File: src/rtl/vga_timing_gen.sv
// VGA raster timing generator: free-running h/v counters with registered
// sync, active-video, coordinate and line/frame strobe outputs.
module vga_timing_gen #(
  parameter int   H_ACTIVE  = 640,
  parameter int   H_FP      = 16,
  parameter int   H_SYNC    = 96,
  parameter int   H_BP      = 48,
  parameter int   V_ACTIVE  = 480,
  parameter int   V_FP      = 10,
  parameter int   V_SYNC    = 2,
  parameter int   V_BP      = 33,
  parameter logic HSYNC_POL = 1'b0,
  parameter logic VSYNC_POL = 1'b0,
  parameter int   CNT_W     = 10
) (
  input  logic             clk_i,
  input  logic             rst_n_i,
  input  logic             en_i,
  output logic             hsync_o,
  output logic             vsync_o,
  output logic             active_o,
  output logic [CNT_W-1:0] x_o,
  output logic [CNT_W-1:0] y_o,
  output logic             line_start_o,
  output logic             frame_start_o
);

  localparam int H_TOTAL = H_ACTIVE + H_FP + H_SYNC + H_BP;
  localparam int V_TOTAL = V_ACTIVE + V_FP + V_SYNC + V_BP;

  localparam logic [CNT_W-1:0] H_LAST     = CNT_W'(H_TOTAL - 1);
  localparam logic [CNT_W-1:0] V_LAST     = CNT_W'(V_TOTAL - 1);
  localparam logic [CNT_W-1:0] H_ACT_END  = CNT_W'(H_ACTIVE);
  localparam logic [CNT_W-1:0] V_ACT_END  = CNT_W'(V_ACTIVE);
  localparam logic [CNT_W-1:0] H_SYNC_BEG = CNT_W'(H_ACTIVE + H_FP);
  localparam logic [CNT_W-1:0] H_SYNC_END = CNT_W'(H_ACTIVE + H_FP + H_SYNC);
  localparam logic [CNT_W-1:0] V_SYNC_BEG = CNT_W'(V_ACTIVE + V_FP);
  localparam logic [CNT_W-1:0] V_SYNC_END = CNT_W'(V_ACTIVE + V_FP + V_SYNC);

  logic [CNT_W-1:0] h_cnt, v_cnt;
  logic [CNT_W-1:0] h_nxt, v_nxt;
  logic             h_wrap;
  logic             hs_act, vs_act, vis;

  // Out-of-range counts (never expected) fall back to zero on the next edge.
  always_comb begin
    h_wrap = (h_cnt >= H_LAST);
    h_nxt  = h_wrap ? '0 : h_cnt + CNT_W'(1);
    v_nxt  = v_cnt;
    if (v_cnt > V_LAST) begin
      v_nxt = '0;
    end else if (h_wrap) begin
      v_nxt = (v_cnt == V_LAST) ? '0 : v_cnt + CNT_W'(1);
    end
  end

  always_comb begin
    hs_act = (h_cnt >= H_SYNC_BEG) && (h_cnt < H_SYNC_END);
    vs_act = (v_cnt >= V_SYNC_BEG) && (v_cnt < V_SYNC_END);
    vis    = (h_cnt < H_ACT_END) && (v_cnt < V_ACT_END);
  end

  // Outputs decode the pre-increment counter value, so they trail the counters by one edge.
  always_ff @(posedge clk_i or negedge rst_n_i) begin
    if (!rst_n_i) begin
      h_cnt         <= '0;
      v_cnt         <= '0;
      x_o           <= '0;
      y_o           <= '0;
      hsync_o       <= ~HSYNC_POL;
      vsync_o       <= ~VSYNC_POL;
      active_o      <= 1'b0;
      line_start_o  <= 1'b0;
      frame_start_o <= 1'b0;
    end else if (en_i) begin
      h_cnt         <= h_nxt;
      v_cnt         <= v_nxt;
      x_o           <= h_cnt;
      y_o           <= v_cnt;
      hsync_o       <= hs_act ? HSYNC_POL : ~HSYNC_POL;
      vsync_o       <= vs_act ? VSYNC_POL : ~VSYNC_POL;
      active_o      <= vis;
      line_start_o  <= (h_cnt == '0);
      frame_start_o <= (h_cnt == '0) && (v_cnt == '0);
    end
  end

endmodule

File: config.mk
export PLATFORM = sky130hd
export DESIGN_NAME = vga_timing_gen
export DESIGN_NICKNAME = d
export VERILOG_FILES = /design/src/rtl/vga_timing_gen.sv
export SDC_FILE = /design/constraint.sdc
export NUM_CORES = 1
export LEC_CHECK = 0
export CORE_ASPECT_RATIO = 0.5
export CORE_MARGIN = 1.5
export CORE_UTILIZATION = 25
export DETAILED_ROUTE_END_ITERATION = 8
export HOLD_SLACK_MARGIN = 0.15
export MAX_ROUTING_LAYER = met4
export PLACE_DENSITY_LB_ADDON = 0.15
export SYNTH_ARGS = -nofsm -noshare
export SYNTH_HDL_FRONTEND = slang
export SYNTH_SLANG_ARGS = --single-unit
File: constraint.sdc
create_clock -name clk_i -period 5 [get_ports clk_i]
set_clock_uncertainty 0.15 [all_clocks]
set_input_delay 0.75 -clock clk_i [delete_from_list [all_inputs] [get_ports clk_i]]
set_output_delay 0.75 -clock clk_i [all_outputs]
set_load 0.01 [all_outputs]
==> out/qor.csv <==
metric,value,unit
total die area,9330,um^2
"Period Utilization, post-route",0.608,
Initial Util,0.265,
Routed Antenna Nets,0,
Core Area,8230,um^2
Yosys top cell area share,0.493,
slew of the pin with the lowest slew margin,1.01,ns
# setup viols final,0,
"EDFF count, synth",0,
routed wire length,4920,um
most frequent CP cell,buf_4,
R2R Path Start,h_cnt[1]$_DFFE_PN0P_,
async set or reset register ratio after synthesis,1.00,
setup TNS,0,ns
placed insts,331,
Yosys top cell by area,dfrtp_1,
GR Overflow Total,0,
maximum fanout along the worst path,42,
via count,1668,
"Reg clk slew, reported paths",0.06,ns
Worst-Skew Late Latency,0.29,ns
count of input and output buffers,27,
total track usage,0.112,
first-pass GRT wire length,8020,um
Top Family by Delay on Critical Path,buffers and inverters,
relative slew slack,0.324,
Critical Path AT,3.07,ns
min-delay src,frame_start_o$_DFFE_PN0P_,
CP Launch Type,primary input,
# resized after CTS,0,
Mapped Avg Cell Area,10.9,um^2
power per cell area,411,nW/um^2
"non-filler cells, final",339,
WP data required,5.03,ns
total leakage power,1.15,nW
Slew Limit Fails,0,
CP Capture Type,flop,
"Seq/Total Area, Yosys",0.517,
Area Growth Syn to Fin,24.6,%
status,completed,
Chip Width,135,um
Cells after Synth,200,
Max Freq,0.329,GHz
share of layout cells above drive strength 1,0.172,
# clock sinks,45,
"Min Clock Period, post-route",3.04,ns
routability cong.,0.769,
Setup Buffers After CTS,0,
Worst Hold Class,reg -> reg,
maximum VDD drop,0.167,mV
CTS root buffer,clkbuf_16,
nets@finish,233,
I/O pin cnt,28,
critical path cell sequence,"clkdlybuf4s50_1, buf_4, and3_1, a21boi_0, buf_4, nand2_1, o32ai_1",
final hold violation count,0,
Residual DRC,0,
# hold bufs at CTS,0,
critical setup path kind,in -> reg,
vias in the first global route,1564,
"Warnings, synthesis",0,
Mapped Area,2180,um^2
largest net degree at the start of global routing,46,
Worst Path Buf+Inv,3,
WL/cell,14.5,um
CP startpoint,en_i,
Bufs on Longest Clock Path,2,
initial antenna violation count,0,
drt first pass iters,5,
DR vias/cell,4.92,
Slowest cell on crit path,a21boi_0,
syn nets,207,
Max Cap Viol,0,
CTS tree,built,
Antenna diodes,0,
Die H,69.1,um
CTS buffer count,5,
fillers,852,
H-tree depth,2,
CP max stage delay,0.58,ns
RSZ-0062 raised after global routing,no,
"Top FF cell, synth",dfrtp_1,
floorplan row count,23,
Initial DRC Count,66,
Yosys reg bits,45,
synth top area cells,"dfrtp_1 49%, mux2_2 9.8%, o21ai_0 2.8%",
Detail Placement HPWL,3310,um
synth unique cells,44,
## area by class of cell
| type | instances | area, um^2 | area share |
|---|---|---|---|
| multi-input combinational | 135 | 968 | 0.356 |
| clock inverter | 2 | 35.0 | 0.0129 |
| tap | 112 | 140 | 0.0515 |
| sequential | 45 | 1130 | 0.415 |
| clock buffer | 6 | 129 | 0.0474 |
| inverter | 10 | 37.5 | 0.0138 |
| timing repair buffer | 29 | 280 | 0.103 |
## through the flow
step	hold WS, ns	setup WS [ns]	utilization	total power, mW	instance area [um^2]
3_5_place_dp	0.330	1.68	0.310	0.755	2550
5_1_grt	0.373	1.77	0.330	1.18	2720
2_1_floorplan	0.304	3.03	-	0.647	2180
4_1_cts	0.349	1.96	0.330	1.13	2720
3_3_place_gp	0.323	1.74	0.310	0.750	2550
6_report	0.340	1.96	0.330	1.12	2720
## tightest hold or removal path: stages, from the launching register on
cell	delay, ns
dfrtp_1	0.35
nand2b_1	0.06
o41ai_1	0.05
## cells in the final DEF, fill, tap and decap left out, drive strengths merged, types with 3 or more instances in the layout
| cell | netlist | final |
|---|---|---|
| clkdlybuf4s50 | 0 | 26 |
| clkbuf | 7 | 6 |
| o21ai | 12 | 12 |
| xor2 | 3 | 3 |
| nor3 | 8 | 8 |
| buf | 3 | 3 |
| inv | 10 | 10 |
| dfrtp | 43 | 43 |
| mux2 | 19 | 19 |
| nand3 | 9 | 9 |
| nor2 | 9 | 9 |
| a21oi | 10 | 10 |
| or3 | 3 | 3 |
| ha | 4 | 4 |
| nand2 | 11 | 11 |
| nand4 | 8 | 8 |
| nand2b | 3 | 3 |
| and3 | 5 | 5 |
| a31oi | 5 | 5 |
## worst paths after layout
check / end / slack [ns] / depth (start not counted)
setup / recovery: v_cnt[9]$_DFFE_PN0P_ / 1.96 / 7
hold / removal: frame_start_o$_DFFE_PN0P_ / 0.34 / 2
setup reg to reg: v_cnt[9]$_DFFE_PN0P_ / 2.71 / 6
hold reg to reg: frame_start_o$_DFFE_PN0P_ / 0.34 / 2
max in group asynchronous: h_cnt[2]$_DFFE_PN0P_ / 3.58 / 1
min in group asynchronous: v_cnt[3]$_DFFE_PN0P_ / 0.49 / 1
## cell families (layout without fill, tap and decap cells)
logic type	count (synthesis)	in the layout	synth area share
adder cells (fa/ha/maj)	4	4	0.0229
buffers and inverters	20	47	0.0390
multiplexers	21	21	0.107
XOR/XNOR	3	3	0.0120
AND/OR/NAND/NOR	65	65	0.167
flip-flops	45	45	0.517
AO/OA/AOI/OAI	42	42	0.134
## state kept, by name, summed over array words and instances (netlist names)
signal and cells:
hsync_o 1, h_cnt 10, y_o 10, line_start_o 1
v_cnt 10, frame_start_o 1, vsync_o 1, x_o 10
active_o 1
## where the power goes
group / internal, mW / total (mW) / switching, mW
Sequential: 0.422 / 0.503 / 0.0808
Combinational: 0.125 / 0.242 / 0.117
Clock: 0.235 / 0.372 / 0.137
Total: 0.783 / 1.12 / 0.335
## cells in the mapped netlist (2+ instances only)
master and number:
dfrtp_1 43, mux2_2 19, o21ai_0 12, a21oi_1 10
inv_1 10, nand2_1 10, nand3_1 9, nor2_1 9
nand4_1 8, nor3_1 8, clkbuf_1 7, a31oi_1 5
and3_1 5, ha_1 4, nand2b_1 3, or3_1 3
xor2_1 3, buf_2 2, dfstp_2 2, mux2i_1 2
o211ai_1 2, o22ai_1 2
## layer usage
metal  vias to the layer above  global-route usage  wire length (um)
li1                        792                   -                 -
met1                       822               0.152              2480
met2                        46               0.155              2100
met3                         8              0.0375               260
met4                         0              0.0370                73
met5                         -                   -                 0
Note: power is estimated with default switching activity, not from simulation.
